`config.mk`:
```
export PLATFORM = sky130hd
export DESIGN_NAME = imem_fetch
export DESIGN_NICKNAME = d
export VERILOG_FILES = /design/src/rtl/fetch_pkg.sv /design/src/rtl/fetch_fifo.sv /design/src/rtl/imem_fetch.sv
export SDC_FILE = /design/constraint.sdc
export NUM_CORES = 1
export LEC_CHECK = 0
export CORE_MARGIN = 1
export CORE_UTILIZATION = 45
export CTS_CLUSTER_DIAMETER = 40
export DETAILED_ROUTE_END_ITERATION = 8
export GPL_TIMING_DRIVEN = 0
export PLACE_DENSITY = 0.73
export SYNTH_ARGS = -nofsm -noshare
export SYNTH_HDL_FRONTEND = slang
export SYNTH_SLANG_ARGS = --single-unit
export TNS_END_PERCENT = 1
```
`constraint.sdc`:
```
create_clock -name clk -period 8.55 [get_ports clk]
set_input_delay 0.855 -clock clk [delete_from_list [all_inputs] [get_ports clk]]
set_output_delay 0.855 -clock clk [all_outputs]
set_load 0.01 [all_outputs]
```
`src/rtl/fetch_pkg.sv`:
```
// Shared types and default sizes for the instruction-fetch unit.
// Imported by the fetch top level; the struct documents the layout of one FIFO entry.
package fetch_pkg;

  localparam int unsigned PC_W_DEF    = 16;
  localparam int unsigned INSTR_W_DEF = 23;
  localparam int unsigned DEPTH_DEF   = 2;

  localparam logic [INSTR_W_DEF-1:0] HALT_WORD_DEF = 23'h7FFFFF;

  typedef enum logic [1:0] {
    IDLE,
    RUN,
    HALTED
  } fetch_state_t;

  // Entry layout as packed into the FIFO: PC in the upper bits, instruction below.
  typedef struct packed {
    logic [PC_W_DEF-1:0]    pc;
    logic [INSTR_W_DEF-1:0] instr;
  } fetch_entry_t;

endpackage

```
`src/rtl/fetch_fifo.sv`:
```
// Small synchronous FIFO holding fetched {pc, instr} entries.
// Flush empties it in one cycle; the head reads as zero while empty.
module fetch_fifo #(
  parameter int unsigned WIDTH = 39,
  parameter int unsigned DEPTH = 2
) (
  input  logic                         clk,
  input  logic                         rst,
  input  logic                         i_push,
  input  logic                         i_pop,
  input  logic                         i_flush,
  input  logic [WIDTH-1:0]             i_data,
  output logic [WIDTH-1:0]             o_data,
  output logic [$clog2(DEPTH+1)-1:0]   o_count
);

  localparam int unsigned AW = $clog2(DEPTH);
  localparam int unsigned CW = $clog2(DEPTH+1);

  logic [WIDTH-1:0] r_mem [DEPTH];
  logic [AW-1:0]    r_rd_ptr;
  logic [AW-1:0]    r_wr_ptr;
  logic [CW-1:0]    r_count;

  logic w_empty;
  logic w_full;
  logic w_pop;
  logic w_push;

  assign w_empty = (r_count == '0);
  assign w_full  = (r_count == CW'(DEPTH));
  // A push into a full FIFO is legal only when the head leaves in the same cycle.
  assign w_pop   = i_pop && !w_empty && !i_flush;
  assign w_push  = i_push && (!w_full || w_pop) && !i_flush;

  always_ff @(posedge clk or posedge rst) begin
    if (rst) begin
      r_rd_ptr <= '0;
      r_wr_ptr <= '0;
      r_count  <= '0;
    end else if (i_flush) begin
      r_rd_ptr <= '0;
      r_wr_ptr <= '0;
      r_count  <= '0;
    end else begin
      if (w_push) begin
        r_wr_ptr <= r_wr_ptr + AW'(1);
      end
      if (w_pop) begin
        r_rd_ptr <= r_rd_ptr + AW'(1);
      end
      case ({w_push, w_pop})
        2'b10:   r_count <= r_count + CW'(1);
        2'b01:   r_count <= r_count - CW'(1);
        default: r_count <= r_count;
      endcase
    end
  end

  always_ff @(posedge clk) begin
    if (w_push) begin
      r_mem[r_wr_ptr] <= i_data;
    end
  end

  assign o_data  = w_empty ? '0 : r_mem[r_rd_ptr];
  assign o_count = r_count;

endmodule

```
`src/rtl/imem_fetch.sv`:
```
// Instruction-fetch initiator: drives the imem PC/select, buffers returned words
// and hands them to decode over valid/ready, with redirect-flush and halt detection.
module imem_fetch
  import fetch_pkg::*;
#(
  parameter int unsigned         PC_W      = PC_W_DEF,
  parameter int unsigned         INSTR_W   = INSTR_W_DEF,
  parameter int unsigned         DEPTH     = DEPTH_DEF,
  parameter logic [INSTR_W-1:0]  HALT_WORD = INSTR_W'(HALT_WORD_DEF)
) (
  input  logic               clk,
  input  logic               rst,
  input  logic               start,
  input  logic [1:0]         prog_sel,
  output logic [PC_W-1:0]    imem_pc,
  output logic [1:0]         imem_select,
  input  logic [INSTR_W-1:0] imem_instruction,
  input  logic               redirect_valid,
  input  logic [PC_W-1:0]    redirect_pc,
  output logic               instr_valid,
  input  logic               instr_ready,
  output logic [INSTR_W-1:0] instr,
  output logic [PC_W-1:0]    instr_pc,
  output logic               busy,
  output logic               halted
);

  localparam int unsigned CW = $clog2(DEPTH+1);
  localparam int unsigned EW = PC_W + INSTR_W;

  fetch_state_t r_state;
  fetch_state_t w_state_nxt;
  logic [PC_W-1:0] r_pc;
  logic [PC_W-1:0] w_pc_nxt;
  logic [1:0]      r_sel;
  logic [1:0]      w_sel_nxt;

  logic          w_redirect;
  logic          w_push;
  logic          w_pop;
  logic          w_flush;
  logic          w_valid;
  logic [CW-1:0] w_count;
  logic [EW-1:0] w_head;

  assign w_valid    = (w_count != '0);
  assign w_redirect = redirect_valid && (r_state != IDLE);
  // Decode must not consume a word shown alongside a redirect; the flush drops it.
  assign w_pop      = w_valid && instr_ready && !w_redirect;

  always_comb begin
    w_state_nxt = r_state;
    w_pc_nxt    = r_pc;
    w_sel_nxt   = r_sel;
    w_push      = 1'b0;
    w_flush     = 1'b0;
    unique case (r_state)
      IDLE: begin
        if (start) begin
          w_state_nxt = RUN;
          w_pc_nxt    = '0;
          w_sel_nxt   = prog_sel;
        end
      end
      RUN: begin
        if (w_redirect) begin
          w_flush  = 1'b1;
          w_pc_nxt = redirect_pc;
        end else if ((w_count < CW'(DEPTH)) || w_pop) begin
          w_push   = 1'b1;
          w_pc_nxt = r_pc + PC_W'(1);
          if (imem_instruction == HALT_WORD) begin
            w_state_nxt = HALTED;
          end
        end
      end
      HALTED: begin
        if (w_redirect) begin
          w_flush     = 1'b1;
          w_state_nxt = RUN;
          w_pc_nxt    = redirect_pc;
        end else if (start) begin
          w_state_nxt = RUN;
          w_pc_nxt    = '0;
          w_sel_nxt   = prog_sel;
        end
      end
      default: begin
        w_state_nxt = IDLE;
      end
    endcase
  end

  always_ff @(posedge clk or posedge rst) begin
    if (rst) begin
      r_state <= IDLE;
      r_pc    <= '0;
      r_sel   <= '0;
    end else begin
      r_state <= w_state_nxt;
      r_pc    <= w_pc_nxt;
      r_sel   <= w_sel_nxt;
    end
  end

  fetch_fifo #(
    .WIDTH (EW),
    .DEPTH (DEPTH)
  ) u_fifo (
    .clk     (clk),
    .rst     (rst),
    .i_push  (w_push),
    .i_pop   (w_pop),
    .i_flush (w_flush),
    .i_data  ({r_pc, imem_instruction}),
    .o_data  (w_head),
    .o_count (w_count)
  );

  assign imem_pc     = r_pc;
  assign imem_select = r_sel;
  assign instr_valid = w_valid;
  assign instr_pc    = w_head[EW-1:INSTR_W];
  assign instr       = w_head[INSTR_W-1:0];
  assign busy        = (r_state == RUN);
  assign halted      = (r_state == HALTED);

endmodule

```
* After elaboration in Yosys (flattened, before gate mapping) *
Memories as Yosys holds them, arrays and structs flattened.
Cells that the tools add are included.

storage, ports and cells
  memories = 1
  word-level logic and storage cells = 78
  bits in writable memories = 78
  register bits = 24
  output and inout port bits = 60

memories
  name          depth  width  rd ports  clocked after Yosys merged registers in  wr ports  RTL line          source
  u_fifo.r_mem  2      39     1         0                                        1         fetch_fifo.sv:20  logic [WIDTH-1:0] r_mem [DEPTH];

operators by class
  muxes and demuxes = 28
  add/sub/neg operators = 5
  order comparisons = 1
  equal/unequal tests = 11
  reductions and logical operators = 26

operator list
  cell                     count
  $mux W16                 4
  $pmux W16 S3             1
  $mux W39                 1
  $eq A23 B23 Y1 const B   1
  $add A16 B1 Y16 const B  1
  $mux W2                  8
  $mux W1                  11
  $reduce_bool A2 Y1       5
  $pmux W2 S2              2
  $logic_and A1 B1 Y1      7
  $eq A2 B2 Y1 const B     3
  $pmux W2 S3              1
  $reduce_bool A3 Y1       2
  $eq A2 B1 Y1 const B     2
  $logic_not A1 Y1         4
  $logic_not A2 Y1         2
  $ne A2 B1 Y1 const B     2
  $ne A2 B2 Y1 const B     2
  $reduce_and A2 Y1        2
  $ne A3 B1 Y1 const B     1
  $reduce_and A3 Y1        1
  $add A1 B1 Y1 const B    2
  $add A2 B1 Y2 const B    1
  $logic_or A1 B1 Y1       2
  3 further kinds          3

* Longest topological paths before layout *
  depth in word-level cells = 13
  depth in mapped cells = 11
  depth with buffers taken out = 10

* Modules after synthesis *
A second synthesis with hierarchy kept.

second synthesis, totals
  cell total of the unflattened synthesis = 395
  area, all modules = 4884.7 µm²

modules (own cells, without submodules)
  module      times used  cells an instance  sequential area each (µm²)  area each (µm²)
  fetch_fifo  1           194                2442.3                      3174.3
  imem_fetch  1           201                500.5                       1710.4

* Worst setup path before layout *
OpenSTA, ideal clock, no wires.

  kind = input-to-reg
  from = input redirect_valid
  to = memory u_fifo.r_mem[0][0], enable pin
  setup slack = 5.175 ns
  path buffers = 1
  arrival time = 2.939 ns
  required time = 8.115 ns
  stages = 4
  setup time = 0.435 ns
  cell sequence = nand2b_1 buf_4 nand3_1 nor2_1

between the ends
  longest elaborated chain between the ends = 11

ends and longest elaborated chain
  what                               RTL line          source
  start, declared                    imem_fetch.sv:18  input logic redirect_valid,
  $logic_and A1 B1 Y1 (*)            imem_fetch.sv:47  assign w_redirect = redirect_valid && (r_state != IDLE);
  $logic_not A1 Y1                   imem_fetch.sv:49  assign w_pop = w_valid && instr_ready && !w_redirect;
  $logic_and A1 B1 Y1                imem_fetch.sv:49
  $logic_or A1 B1 Y1                 imem_fetch.sv:69  end else if ((w_count < CW'(DEPTH)) || w_pop) begin
  $mux W1                            imem_fetch.sv:69
  $mux W1                            imem_fetch.sv:66  if (w_redirect) begin
  $mux W1                            imem_fetch.sv:57  unique case (r_state)
  $logic_and A1 B1 Y1                fetch_fifo.sv:34  assign w_push = i_push && (!w_full || w_pop) && !i_flush;
  $logic_and A1 B1 Y1 (*)            fetch_fifo.sv:34
  $mux W1 (*)                        fetch_fifo.sv:61  if (w_push) begin
  $mux W1 (implied by the code) (*)  fetch_fifo.sv:62  r_mem[r_wr_ptr] <= i_data;
  end, declared                      fetch_fifo.sv:20

Every way passes the cells marked *; elsewhere a longest branch is shown, timed or not.

* Worst setup path in the final report *
  from = register u_fifo.r_count[1] (netlist: u_fifo.o_count[1])
  to = output instr_pc[13]

between the ends
  longest elaborated chain between the ends = 2

ends and longest elaborated chain
  what                    RTL line          source
  start, declared         fetch_fifo.sv:23  logic [CW-1:0] r_count;
  start signal, assigned  fetch_fifo.sv:53  2'b10: r_count <= r_count + CW'(1);
  start signal, assigned  fetch_fifo.sv:54  2'b01: r_count <= r_count - CW'(1);
  start signal, assigned  fetch_fifo.sv:55  default: r_count <= r_count;
  $logic_not A2 Y1        fetch_fifo.sv:30  assign w_empty = (r_count == '0);
  $mux W39                fetch_fifo.sv:66  assign o_data = w_empty ? '0 : r_mem[r_rd_ptr];
  end, declared           imem_fetch.sv:23  output logic [PC_W-1:0] instr_pc,

No other way between the ends.

==> impl_results.md <==
* Outcome: complete, no violations
* Clock Skews at 0.0102 ns
* Total wire length at 11200 microns
* Tcrit/Tclk final at 40.1%
* Initial antenna violation count at 0
* Slew Viols, Final at 0
* DR pass1 iterations at 4
* Crit path arrival time at roughly 2.6 ns
* Die width at approximately 100 microns
* Starting Density at 46.1%
* Multiplexer share of the synthesized area at 8.72%
* Ports at between 100 and 150
* GRT overflow at 0
* Top cells by area, synth: edfxtp_1 (49%), dfrtp_1 (13%), mux2i_1 (8.2%)
* Die height at 105 microns
* Routed length on met1 at 5000 microns
* Synth Warn # at 0
* Post-route ant nets at 0
* Hold buffers post-CTS at 0
* Worst R2R Setup Slack at 6.14 ns
* Main combinational cell family by area after synthesis: simple AND/OR/NAND/NOR gates
* Reg2reg end: u_fifo.r_mem[0][34]
* Clock root buffer: clkbuf_8
* Wire per inst at 17.7 microns
* Most instantiated cells after synthesis: edfxtp_1 (78), nor2_1 (52), mux2i_1 (39)
* # placed instances at 618
* CTS tree: yes
* Share of cells above drive strength 1 at 7.63%
* Most common cell in the netlist: edfxtp_1
* Synth cell types at 50
* # Max-Cap Violations at 0
* Register area share after synthesis at 62.1%
* Setup crit end kind: primary output
* Postcts setup bufs at 0
* Area share of fa/ha/maj cells after synthesis at under 10%
* Leak at 2.22 nW
* Hpwl dp at 8000 microns
* Port Buffers at 104
* Mapped Area at 4740 sq um
* Sink Count at 102
* Min cycle time layout at 3.43 ns
* RePlAce Congestion at roughly 0.89
* Met2 WL at approximately 5500 microns
* Area of the multi-input gates at 1640 sq um
* Vias per Instance at about 5.7
* Post-CTS sizing at 0
* Yosys top cell area share at ~49%
* Simple-gate share of the synthesized area at 12.2%
* Fmax at around 290 MHz
* Top FF cell, synth: edfxtp_1
* EDFF count, synth at slightly below 80
* Met3 Wirelength at 674 microns
* Core Footprint at 10300 sq um
* Antenna cells at 0
* First-pass GRT wire length at 17900 microns
* Vias in the first global route at 3432
* Yosys reg bits at 102
* CTS H-tree depth at 3
* Min-Delay Path Class: register to register
* Nets at 545
* Kind of critical path: register to primary output
* Via count at 3607
* Min-delay src: imem_select[0]
* Rel. slew slack at between 30% and 40%
* Slew at the pin closest to its max-slew limit at 0.994 ns
* Clk_lat worst skew at approximately 0.37 ns
* Compound-gate portion of the synthesized area at 11.3%
* RSZ-0062 raised after global routing: false
* GRT Util Overall at a little over a fifth
* Final Util at around 60%
* Worst IR Drop VDD at 0.158 mV
* Final setup viols at 0
* Async S/R FF share, synth at about a quarter
* Crit path required time at 7.70 ns
* Top Layer Used: met4
* Num CTS Buffers at 9
* Syn_area_per_cell at 12.6 sq um
* RR Startpoint: r_state[1]
* Hold Crit Endpoint: imem_select[0]
* Drt drc at 0
* Reg area at 2940 sq um
* Endpoints failing hold at 0
* Worst r2r path cells at 6
* Fillers at 866
* Xor and xnor fraction of the mapped netlist area at 0.740%
* Largest net degree at the start of global routing at 36
* Design Power at 2.08 mW
* Initial DRC Count at 297
* CTS clk-pin slew, worst paths at 0.09 ns
* Post-Syn Instances at 376
* P&R area growth vs syn at 30.7%
* Hold path depth at 1
* Setup TNS at 0 ns
* Rows at 37
* Die Area at 10900 sq um
* CP startpoint kind: register
* Power per cell area at 335 nW/um^2
* Post-Syn Nets at 428
* Clock buffer depth at 2
* Finished Layout Cells at approximately 630
* Cell taking the most area after synthesis: edfxtp_1
* Worst-path fanout max at 10
worst max-delay path by stage:
stage	startpoint	slack [ns]	endpoint
floorplan	redirect_valid	5.18	u_fifo.r_mem[0][0]
global placement	redirect_valid	3.68	u_fifo.r_mem[0][32]
detailed placement	u_fifo.o_count[1]	5.49	instr_pc[13]
CTS	u_fifo.o_count[1]	5.07	instr_pc[13]
global route	u_fifo.o_count[1]	4.92	instr_pc[14]
finish	u_fifo.o_count[1]	5.12	instr_pc[13]
cell families (layout without fill, tap and decap cells):
kind of cell	after synthesis	in the layout
XOR/XNOR	4	4
adder cells (fa/ha/maj)	6	6
AO/OA/AOI/OAI	68	68
flip-flops	102	102
buffers and inverters	37	159
AND/OR/NAND/NOR	118	118
multiplexers	41	41
worst max-delay path: stages, from the launching register on:
cell and delay (ns):
dfrtp_1 0.43, nor2_1 0.30, clkbuf_1 0.43, buf_1 0.44, nor2_1 0.10, clkdlybuf4s50_1 0.51
per-stage QoR:
step                      hold WS (ns)  cell area, sq um  setup WS (ns)
after global placement           0.492              5950           3.68
after global routing             0.545              6190           4.92
final                            0.518              6190           5.12
after detailed placement         0.497              6000           5.49
after CTS                        0.519              6190           5.07
after floorplan                  0.473              4740           5.18
registers in the layout (all words and copies together) (netlist names):
| register | cells |
|---|---|
| r_state | 2 |
| imem_pc | 16 |
| imem_select | 2 |
| u_fifo.r_mem | 78 |
| u_fifo.o_count | 2 |
| u_fifo.r_wr_ptr | 1 |
| u_fifo.r_rd_ptr | 1 |
per-layer routing:
metal  track usage (%)  vias to the layer above
met5                 0                        -
met4              6.54                        0
met3              4.18                        8
met2              34.1                      135
met1              28.9                     1787
li1                  -                     1677
cells in the final DEF, fill, tap and decap left out, drive strengths merged, types with 2 or more instances in the layout:
master         synthesis  final
nand2b                 5      5
o2bb2ai                8      8
o221ai                 9      9
nor3                  12     12
nand2                 11     11
nand4                 10     10
and3                   4      4
clkbuf                10     20
ha                     6      6
or3                    3      3
a32oi                  7      7
nand3                 11     11
mux2i                 39     39
inv                   16     18
edfxtp                78     78
o22ai                  3      3
a311oi                 3      3
clkinvlp               0      2
nor4                   5      5
dfrtp                 24     24
o21ai                  8      8
o221a                  2      2
nor2b                  4      4
mux2                   2      2
a22oi                  4      4
o31ai                  5      5
clkdlybuf4s50          0    104
a31o                   2      2
buf                   11     13
nor2                  52     52
a22o                   2      2
xnor2                  3      3
a21oi                  4      4
power breakdown:
| group | switching [mW] | internal (mW) |
|---|---|---|
| registers | 0.0804 | 0.703 |
| clock network | 0.168 | 0.137 |
| logic | 0.515 | 0.472 |
| total | 0.764 | 1.31 |
layout make-up:
cell class	count	share of cell area (%)
plain buffers	21	1.62
clock buffers	10	2.06
clock inverters	6	1.09
inverters	16	0.970
multi-input cells	237	26.5
flip-flops and latches	102	47.5
well taps	136	2.75
repair buffers	106	17.5
No activity file was read; power rests on OpenSTA's default activity.
